## src/rtl/col_bank_access_sched_if.sv

```systemverilog
// Request/bank handshake bundle for the column-bank access scheduler.
// master = requestor/bank side, slave = scheduler.
interface col_bank_access_sched_if #(
    parameter int K   = 4,
    parameter int AW  = 3,
    parameter int IDW = 2
);
    logic              start;
    logic [K-1:0]      rqst_valid;
    logic [K*AW-1:0]   rqst_addr;
    logic              bank_rdy;
    logic              bank_rd_en;
    logic [AW-1:0]     bank_addr;
    logic [IDW-1:0]    bank_tag;
    logic [K-1:0]      grant;
    logic              busy;
    logic              round_done;
    logic              start_err;

    modport master (
        output start, rqst_valid, rqst_addr, bank_rdy,
        input  bank_rd_en, bank_addr, bank_tag, grant, busy, round_done, start_err
    );

    modport slave (
        input  start, rqst_valid, rqst_addr, bank_rdy,
        output bank_rd_en, bank_addr, bank_tag, grant, busy, round_done, start_err
    );
endinterface

```

## src/rtl/col_bank_access_sched.sv

```systemverilog
// Round-robin column-bank access scheduler: latches K pending reads per round and
// issues them one per cycle under bank_rdy. Optional stall counter: STALL_STATS_EN.
module col_bank_access_sched #(
    parameter int K    = 4,
    parameter int AW   = 3,
    parameter int IDW  = 2,
    parameter int CNTW = 8
) (
    input  logic                   sys_clk,
    input  logic                   rst,
    col_bank_access_sched_if.slave bus
`ifdef STALL_STATS_EN
    ,
    output logic [CNTW-1:0]        stall_cnt
`endif
);
    typedef enum logic {S_IDLE, S_ISSUE} state_t;

    state_t                 state_q, state_d;
    logic [K-1:0]           pend_q;
    logic [K-1:0][AW-1:0]   addr_q;
    logic [IDW-1:0]         rr_ptr_q;
    logic [K-1:0]           grant_q;
    logic                   round_done_q;
    logic                   start_err_q;

    logic [IDW-1:0]         sel;
    logic [K-1:0]           sel_oh;
    logic                   found;
    int                     idx;
    logic                   rd_en;
    logic                   accept_start;
    logic                   last_accept;

    // Circular scan from rr_ptr: idle slots are simply skipped.
    always_comb begin
        sel   = '0;
        found = 1'b0;
        idx   = 0;
        for (int i = 0; i < K; i++) begin
            idx = int'(rr_ptr_q) + i;
            if (idx >= K) idx = idx - K;
            if (!found && pend_q[idx]) begin
                found = 1'b1;
                sel   = IDW'(idx);
            end
        end
        sel_oh = K'(1) << sel;
    end

    assign accept_start = bus.start && (state_q == S_IDLE);
    assign last_accept  = rd_en && ((pend_q & ~sel_oh) == '0);

    // FSM state register
    always_ff @(posedge sys_clk) begin
        if (rst) state_q <= S_IDLE;
        else     state_q <= state_d;
    end

    // FSM next state
    always_comb begin
        state_d = state_q;
        case (state_q)
            S_IDLE:  if (accept_start && (|bus.rqst_valid)) state_d = S_ISSUE;
            S_ISSUE: if (last_accept) state_d = S_IDLE;
            default: state_d = S_IDLE;
        endcase
    end

    // FSM outputs: the bank request is combinational so a ready bank is used every cycle
    always_comb begin
        rd_en         = (state_q == S_ISSUE) && bus.bank_rdy && (|pend_q);
        bus.bank_rd_en = rd_en;
        bus.bank_addr  = rd_en ? addr_q[sel] : '0;
        bus.bank_tag   = rd_en ? sel : '0;
        bus.busy       = (state_q == S_ISSUE);
    end

    always_ff @(posedge sys_clk) begin
        if (rst) begin
            pend_q       <= '0;
            addr_q       <= '0;
            rr_ptr_q     <= '0;
            grant_q      <= '0;
            round_done_q <= 1'b0;
            start_err_q  <= 1'b0;
        end else begin
            if (accept_start) begin
                pend_q <= bus.rqst_valid;
                addr_q <= bus.rqst_addr;
            end else if (rd_en) begin
                pend_q <= pend_q & ~sel_oh;
            end
            // Explicit wrap keeps rotation correct when K is not a power of two.
            if (last_accept)
                rr_ptr_q <= (rr_ptr_q == IDW'(K - 1)) ? '0 : rr_ptr_q + 1'b1;
            grant_q      <= rd_en ? sel_oh : '0;
            round_done_q <= last_accept || (accept_start && !(|bus.rqst_valid));
            start_err_q  <= start_err_q || (bus.start && (state_q == S_ISSUE));
        end
    end

    assign bus.grant      = grant_q;
    assign bus.round_done = round_done_q;
    assign bus.start_err  = start_err_q;

`ifdef STALL_STATS_EN
    always_ff @(posedge sys_clk) begin
        if (rst)
            stall_cnt <= '0;
        else if ((state_q == S_ISSUE) && (|pend_q) && !bus.bank_rdy && (stall_cnt != '1))
            stall_cnt <= stall_cnt + 1'b1;
    end
`endif
endmodule

```

## src/flat_wrapper.sv

```systemverilog
// flat-port wrapper written by rule: the top's interface ports become plain ports
module col_bank_access_sched_flat 
#(
    parameter int K    = 4,
    parameter int AW   = 3,
    parameter int IDW  = 2,
    parameter int CNTW = 8
)
  (sys_clk, rst, bus_start, bus_rqst_valid, bus_rqst_addr, bus_bank_rdy, bus_bank_rd_en, bus_bank_addr, bus_bank_tag, bus_grant, bus_busy, bus_round_done, bus_start_err);
  col_bank_access_sched_if #(.K(K), .AW(AW), .IDW(IDW)) bus_i ();
  input  logic sys_clk;
  input  logic rst;
  input wire logic [$bits(bus_i.start)-1:0] bus_start;
  input wire logic [$bits(bus_i.rqst_valid)-1:0] bus_rqst_valid;
  input wire logic [$bits(bus_i.rqst_addr)-1:0] bus_rqst_addr;
  input wire logic [$bits(bus_i.bank_rdy)-1:0] bus_bank_rdy;
  output wire logic [$bits(bus_i.bank_rd_en)-1:0] bus_bank_rd_en;
  output wire logic [$bits(bus_i.bank_addr)-1:0] bus_bank_addr;
  output wire logic [$bits(bus_i.bank_tag)-1:0] bus_bank_tag;
  output wire logic [$bits(bus_i.grant)-1:0] bus_grant;
  output wire logic [$bits(bus_i.busy)-1:0] bus_busy;
  output wire logic [$bits(bus_i.round_done)-1:0] bus_round_done;
  output wire logic [$bits(bus_i.start_err)-1:0] bus_start_err;
  assign bus_i.start = bus_start;
  assign bus_i.rqst_valid = bus_rqst_valid;
  assign bus_i.rqst_addr = bus_rqst_addr;
  assign bus_i.bank_rdy = bus_bank_rdy;
  assign bus_bank_rd_en = bus_i.bank_rd_en;
  assign bus_bank_addr = bus_i.bank_addr;
  assign bus_bank_tag = bus_i.bank_tag;
  assign bus_grant = bus_i.grant;
  assign bus_busy = bus_i.busy;
  assign bus_round_done = bus_i.round_done;
  assign bus_start_err = bus_i.start_err;
  col_bank_access_sched #(.K(K), .AW(AW), .IDW(IDW), .CNTW(CNTW)) u_core (.sys_clk(sys_clk), .rst(rst), .bus(bus_i));
endmodule
```

## config.mk

```make
export PLATFORM = sky130hd
export DESIGN_NAME = col_bank_access_sched_flat
export DESIGN_NICKNAME = d
export VERILOG_FILES = /design/src/rtl/col_bank_access_sched_if.sv /design/src/rtl/col_bank_access_sched.sv /design/src/flat_wrapper.sv
export SDC_FILE = /design/constraint.sdc
export NUM_CORES = 1
export LEC_CHECK = 0
export CORE_UTILIZATION = 49
export CTS_CLUSTER_DIAMETER = 60
export DETAILED_ROUTE_END_ITERATION = 12
export PLACE_DENSITY = 0.79
export SKIP_LAST_GASP = 1
export SLEW_MARGIN = 10
export SYNTH_ARGS = -nofsm -noshare
export SYNTH_HDL_FRONTEND = slang
export SYNTH_SLANG_ARGS = --single-unit
```

## constraint.sdc

```tcl
create_clock -name sys_clk -period 3.4 [get_ports sys_clk]
set_input_delay 0.34 -clock sys_clk [delete_from_list [all_inputs] [get_ports sys_clk]]
set_output_delay 0.34 -clock sys_clk [all_outputs]
set_load 0.02 [all_outputs]
```

==> impl_metrics.py, run 1 <==
metrics = {
    "critical_path": {
        "cp_max_fo": 6,
        "r2r_cells": 9,
        "critical_path.slowest_cell": "mux4_2",
        "reg2reg_slack_ps": 830,
        "crit_top_cell": "mux4_2",
        "path_cells": "ha_1, mux4_2, nand2b_4, and2_4, mux2i_4, mux4_2, and2_1, dlygate4sd2_1",
        "r2r-start": "u_core.rr_ptr_q[0]$_SDFFE_PP0P_",
        "crit_path_max_incr_delay_ps": 510,
        "arrival_ps": 2900,
        "worst-setup-path-type": "register to primary output",
        "reg2reg_to": "u_core.rr_ptr_q[0]$_SDFFE_PP0P_",
        "end_kind": "primary output",
        "critPathLaunchType": "register",
        "worstPathRequired_ps": 3060,
    },
    "layout": {
        "fin_nets": 208,
        "layout_common_cells": "nand2_1 (35), clkdlybuf4s50_1 (29), dfxtp_1 (23)",
        "final_util_pct": 70.3,
        "areaGrowthSynthToFinish_pct": 31.1,
        "antenna_cells": 0,
        "layout-drive-gt1-share_pct": 18.3,
        "final_common_cell": "nand2_1",
        "design_area_um2": 1790,
    },
    "drt": {
        "drt_wl_total_um": 3080,
        "wl_per_cell_um": 14.2,
        "drt_iter0_drc": 25,
        "vias": 1229,
        "antenna_left": 0,
        "firstDrtPassIters": 4,
        "drc": 0,
        "via_per_inst": 5.69,
    },
    "min_path": {
        "hp-class": "register to register",
        "worstHoldStart": "u_core.addr_q[3]$_SDFFE_PP0P_",
        "whs_path_depth": 2,
        "min_to": "u_core.addr_q[3]$_SDFFE_PP0P_",
    },
    "synthesis": {
        "synth.yosys.seq_area_share_pct": 36.7,
        "avgSynthCellArea_um2": 8.91,
        "syn_inst": 153,
        "synth_simple_gate_area_share_pct": 21.6,
        "synth-xor-area-share_pct": 0,
        "syn-num-nets": 174,
        "synth_compound_area_share_pct": 20.4,
        "synth_area_um2": 1360,
        "muxShareOfSynthArea_pct": 14.6,
        "synth_top_family_by_area": "simple AND/OR/NAND/NOR gates",
        "synth_seq_cells": 25,
        "yosysUniqueCellTypes": 37,
        "synth_fa_ha_area_share_pct": 0.917,
        "synth-warning-count": 0,
    },
    "pwr": {
        "leakage_nw": 0.680,
        "worst_ir_drop_vdd_mv": 0.300,
        "powerDensity_nw_per_um2": 370,
    },
    "clock_network": {
        "cts_root_buffer": "clkbuf_4",
        "cts_inserted_buffers": 3,
        "cts_tree": "done",
        "clk_latency_ps": 320,
        "clockBufferDepth": 2,
        "cts.sinks": 25,
        "htreeDepth": 1,
        "clk_pin_slew_ps": 130,
    },
    "global_route": {
        "grt_max_degree": 27,
        "grt_busiest_layer": "met2",
        "use_met3_pct": 1.94,
        "grt_use_met1_pct": 30.2,
        "grtUsageMet2_pct": 38.2,
        "grt_pass1_vias": 1125,
        "antenna_found_initial": 0,
        "grt_overflow": 0,
        "track_usage_pct": 23.0,
        "grt_first_pass_wirelength_um": 4910,
    },
    "timing": {
        "hold_viol_final": 0,
        "fmax_ghz": 0.308,
        "worst_slack_ps": 155,
        "slew_headroom_pct": 38.6,
        "skew_ps": 1.90,
        "fin_setup_tns_ps": 0,
        "period_needed_ps": 3240,
        "maxSlewViolCount": 0,
        "tightest_slew_ps": 917,
        "timing.final.crit_share_pct": 95.4,
        "setup_violations": 0,
        "rsz0062_at_grt": "false",
    },
    "placed_design": {
        "portBuffers": 32,
        "dp_slack_ps": 143,
        "placed_area_um2": 1710,
        "finalWeightedCongestion": 0.786,
        "hpwl_um": 2250,
    },
    "floorplan": {
        "io_pins": 33,
        "std_cell_rows": 18,
        "core_um2": 2540,
        "die_h_um": 54.8,
        "die_x_um": 54.8,
        "die_area_um2": 3000,
        "initial_core_util_pct": 53.6,
    },
    "flow_run": {
        "drv_cap": 0,
    },
    "status": {
        "status": "complete, no violations",
    },
}
-- per-stage QoR --
step / std cells / power [mW] / hold WS (ps)
2_1_floorplan: 153 / 0.457 / 433
3_3_place_gp: 209 / 0.514 / 440
3_5_place_dp: 209 / 0.521 / 445
4_1_cts: 216 / 0.661 / 463
5_1_grt: 216 / 0.691 / 483
6_report: 216 / 0.661 / 464
-- what timing repair did --
| action | in CTS | in global routing |
|---|---|---|
| gates resized for setup | 6 | 3 |
| hold buffers | 0 | 0 |
| pin swaps | 2 | 0 |
| buffers inserted | 2 | 0 |
| endpoints found under the setup margin | 3 | 2 |
| cloned | 1 | 0 |
-- logic make-up (layout without fill, tap and decap cells) --
logic type      count (synthesis)  count (layout)
compound gates                 35              36
fa+ha+maj                       1               1
buf+inv                        18              50
flops                          25              25
mux                            13              13
simple gates                   61              61
-- state kept, by name, indices dropped and copies added, names as in the netlist --
signal,count
u_core.pend_q,4
u_core.bus.start_err,1
u_core.bus.grant,4
u_core.bus.round_done,1
u_core.bus.busy,1
u_core.rr_ptr_q,2
u_core.addr_q,12
-- layout make-up --
| cell class | instances | area [um2] |
|---|---|---|
| multi-input cells | 111 | 811 |
| clock buffers | 4 | 26.3 |
| inverters | 6 | 22.5 |
| repair buffers | 40 | 388 |
| well taps | 30 | 37.5 |
| fillers | 206 | 757 |
| flip-flops and latches | 25 | 503 |
-- critical path, delay by kind of cell, from the launching register on --
kind	cells	cell delay [ps]
buf+inv	1	310
fa+ha+maj	1	320
mux	3	1070
simple gates	3	520
flops	1	370
-- where the power goes --
group	total [mW]	switching [mW]	internal [mW]
Combinational	0.201	0.103	0.0983
Sequential	0.328	0.0161	0.312
Clock	0.132	0.0860	0.0460
-- how the worst max path moves through the flow --
stage	start	to	cells past startpoint
finish	u_core.rr_ptr_q[0]$_SDFFE_PP0P_	bus_bank_addr[2]	8
global route	u_core.rr_ptr_q[0]$_SDFFE_PP0P_	bus_bank_addr[2]	8
floorplan	u_core.rr_ptr_q[0]$_SDFFE_PP0P_	bus_bank_addr[2]	8
global placement	u_core.rr_ptr_q[0]$_SDFFE_PP0P_	bus_bank_addr[2]	8
detailed placement	u_core.rr_ptr_q[0]$_SDFFE_PP0P_	bus_bank_addr[2]	8
CTS	u_core.rr_ptr_q[0]$_SDFFE_PP0P_	bus_bank_addr[1]	7
-- Yosys cell counts (all sizes together) --
library cell | instances | area (um2)
o211ai | 2 | 15.0
buf | 5 | 31.3
mux2i | 6 | 60.1
o311ai | 1 | 8.76
a21oi | 20 | 111
ha | 1 | 12.5
a31o | 2 | 17.5
nand2b | 3 | 26.3
nand2 | 35 | 131
a2111oi | 1 | 27.5
a31oi | 1 | 21.3
nor2 | 5 | 18.8
a211o | 1 | 8.76
or2 | 1 | 6.26
a32oi | 1 | 8.76
and2 | 5 | 33.8
mux2 | 2 | 26.3
dfxtp | 25 | 500
o31ai | 1 | 12.5
nor2b | 2 | 12.5
o221ai | 2 | 17.5
nor3 | 5 | 30.0
nor4b | 1 | 8.76
inv | 6 | 22.5
o21ai | 1 | 8.76
a22oi | 1 | 12.5
mux4 | 5 | 113
nor3b | 1 | 7.51
a21o | 1 | 7.51
nor4 | 3 | 18.8
clkbuf | 7 | 26.3
-- routing by layer --
metal / vias up / share of wire [%]
met5: - / 0
met4: 0 / 1.9
met3: 7 / 3.1
met2: 23 / 53
met1: 594 / 43
li1: 605 / -
No activity file was read; power rests on OpenSTA's default activity.
==> run 2, diff against run 1 <==
SLEW_MARGIN = default   (was 10)
==> results of run 2 <==
No change in the layout: final DEF, timing and power equal those of run 1.
==> run 3, diff against run 2 <==
CORE_UTILIZATION = 30   (was 49)
GPL_ROUTABILITY_DRIVEN = 0   (was default)
PLACE_DENSITY = default   (was 0.79)
SKIP_CTS_REPAIR_TIMING = 1   (was default)
==> run 3 against run 2 <==
  * Cell area increased by 3.1%
  * Worst setup slack improved by 170 ps
  * Die area increased by 61%
  * Hold slack got worse by 6.4 ps
  * Sequential share of layout area decreased by 0.91 points
  * Non-clock buffer count increased by 2
  * Largest power group unchanged
==> impl_metrics.py, run 3 (synthesized netlist as in run 1, its figures left out) <==
metrics = {
    "drt": {
        "vias": 1206,
        "via_per_inst": 5.03,
        "drc": 0,
        "wl_per_cell_um": 13.0,
        "drt_iter0_drc": 71,
        "antenna_left": 0,
        "firstDrtPassIters": 4,
        "drt_wl_total_um": 3120,
    },
    "floorplan": {
        "die_x_um": 69.4,
        "std_cell_rows": 24,
        "io_pins": 33,
        "initial_core_util_pct": 31.3,
        "die_area_um2": 4820,
        "die_h_um": 69.4,
        "core_um2": 4350,
    },
    "status": {
        "status": "complete, no violations",
    },
    "critical_path": {
        "crit_start": "u_core.rr_ptr_q[1]$_SDFFE_PP0P_",
        "end_kind": "primary output",
        "reg2reg_slack_ps": 830,
        "critPathLaunchType": "register",
        "cp_max_fo": 10,
        "worst-setup-path-type": "register to primary output",
        "worstPathRequired_ps": 3060,
        "r2r-start": "u_core.rr_ptr_q[1]$_SDFFE_PP0P_",
        "arrival_ps": 2740,
        "r2r_cells": 9,
        "reg2reg_to": "u_core.rr_ptr_q[0]$_SDFFE_PP0P_",
    },
    "layout": {
        "layout-drive-gt1-share_pct": 19.1,
        "final_util_pct": 42.3,
        "final_common_cell": "nand2_1",
        "fin_nets": 210,
        "fill_cells": 456,
        "areaGrowthSynthToFinish_pct": 35.1,
        "antenna_cells": 0,
        "largest_reg_flops": 12,
        "regMostFlops": "u_core.addr_q",
        "layout_common_cells": "nand2_1 (35), clkdlybuf4s50_1 (29), dfxtp_1 (24)",
        "design_area_um2": 1840,
    },
    "global_route": {
        "grt_pass1_vias": 1117,
        "grt_first_pass_wirelength_um": 5150,
        "track_usage_pct": 13.1,
        "antenna_found_initial": 0,
        "grt_overflow": 0,
        "grt_max_degree": 27,
    },
    "timing": {
        "hold_viol_final": 0,
        "tightest_slew_ps": 935,
        "rsz0062_at_grt": "false",
        "fmax_ghz": 0.325,
        "slew_headroom_pct": 37.4,
        "skew_ps": 11.5,
        "timing.final.crit_share_pct": 90.5,
        "setup_violations": 0,
        "maxSlewViolCount": 0,
        "period_needed_ps": 3080,
        "hold_ws_ps": 457,
    },
    "clock_network": {
        "clockBufferDepth": 2,
        "clk_latency_ps": 270,
        "cts_root_buffer": "clkbuf_8",
        "cts_inserted_buffers": 3,
        "htreeDepth": 1,
        "cts.sinks": 25,
        "cts_tree": "done",
        "clk_pin_slew_ps": 90,
    },
    "min_path": {
        "min_to": "u_core.addr_q[10]$_SDFFE_PP0P_",
        "worstHoldStart": "u_core.addr_q[10]$_SDFFE_PP0P_",
        "whs_path_depth": 2,
        "hp-class": "register to register",
    },
    "placed_design": {
        "placed_area_um2": 1740,
        "hpwl_um": 2180,
        "portBuffers": 32,
    },
    "pwr": {
        "worst_ir_drop_vdd_mv": 0.177,
        "powerDensity_nw_per_um2": 381,
        "leakage_nw": 0.716,
    },
    "flow_run": {
        "drv_cap": 0,
    },
}
[run 3: cell type report]
| type | instances | area [um2] | share of cell area, % |
|---|---|---|---|
| multi-input combinational | 111 | 805 | 43.7 |
| clock inverter | 1 | 5.00 | 0.272 |
| clock buffer | 3 | 41.3 | 2.24 |
| timing repair buffer | 42 | 403 | 21.9 |
| tap | 52 | 65.1 | 3.53 |
| sequential | 25 | 502 | 27.2 |
| inverter | 6 | 22.5 | 1.22 |
[run 3: worst max path at each step]
stage                                   to  cells past startpoint
after floorplan           bus_bank_addr[2]                      8
after global placement    bus_bank_addr[2]                      8
after detailed placement  bus_bank_addr[2]                      8
after CTS                 bus_bank_addr[2]                      8
after global routing       bus_bank_tag[0]                      8
final                      bus_bank_tag[0]                      8
[run 3: critical path, cell delays in order, from the launching register on]
cell and delay [ps]:
dfxtp_1 400, ha_1 270, mux4_2 340, nand2b_4 170
and2_4 170, mux2i_4 180, buf_4 200, and2_1 150
clkdlybuf4s50_1 600
[run 3: report_power, final]
part / switching (mW) / leakage, nW / total (mW) / internal, mW
Sequential: 0.0160 / 0.205 / 0.328 / 0.312
Clock: 0.0940 / 0.0255 / 0.176 / 0.0820
Combinational: 0.100 / 0.486 / 0.199 / 0.0982
Total: 0.210 / 0.716 / 0.702 / 0.492
[run 3: metrics by stage]
step                      TNS (ps)  total power [mW]  instances  setup WS, ps
after floorplan                  0             0.457        153           619
after global placement           0             0.521        231           192
after detailed placement         0             0.521        231           181
after CTS                     -321             0.695        235          -125
after global routing             0             0.740        240           170
final                            0             0.702        240           323
[run 3: layer usage]
metal	global-route usage, %	vias to the layer above	wire length, um	part of all wire [%]
met4	4.76	0	36	1.2
li1	-	605	-	-
met5	0	-	0	0
met3	1.74	4	126	4.0
met2	20.1	30	1410	45
met1	18.8	567	1540	50
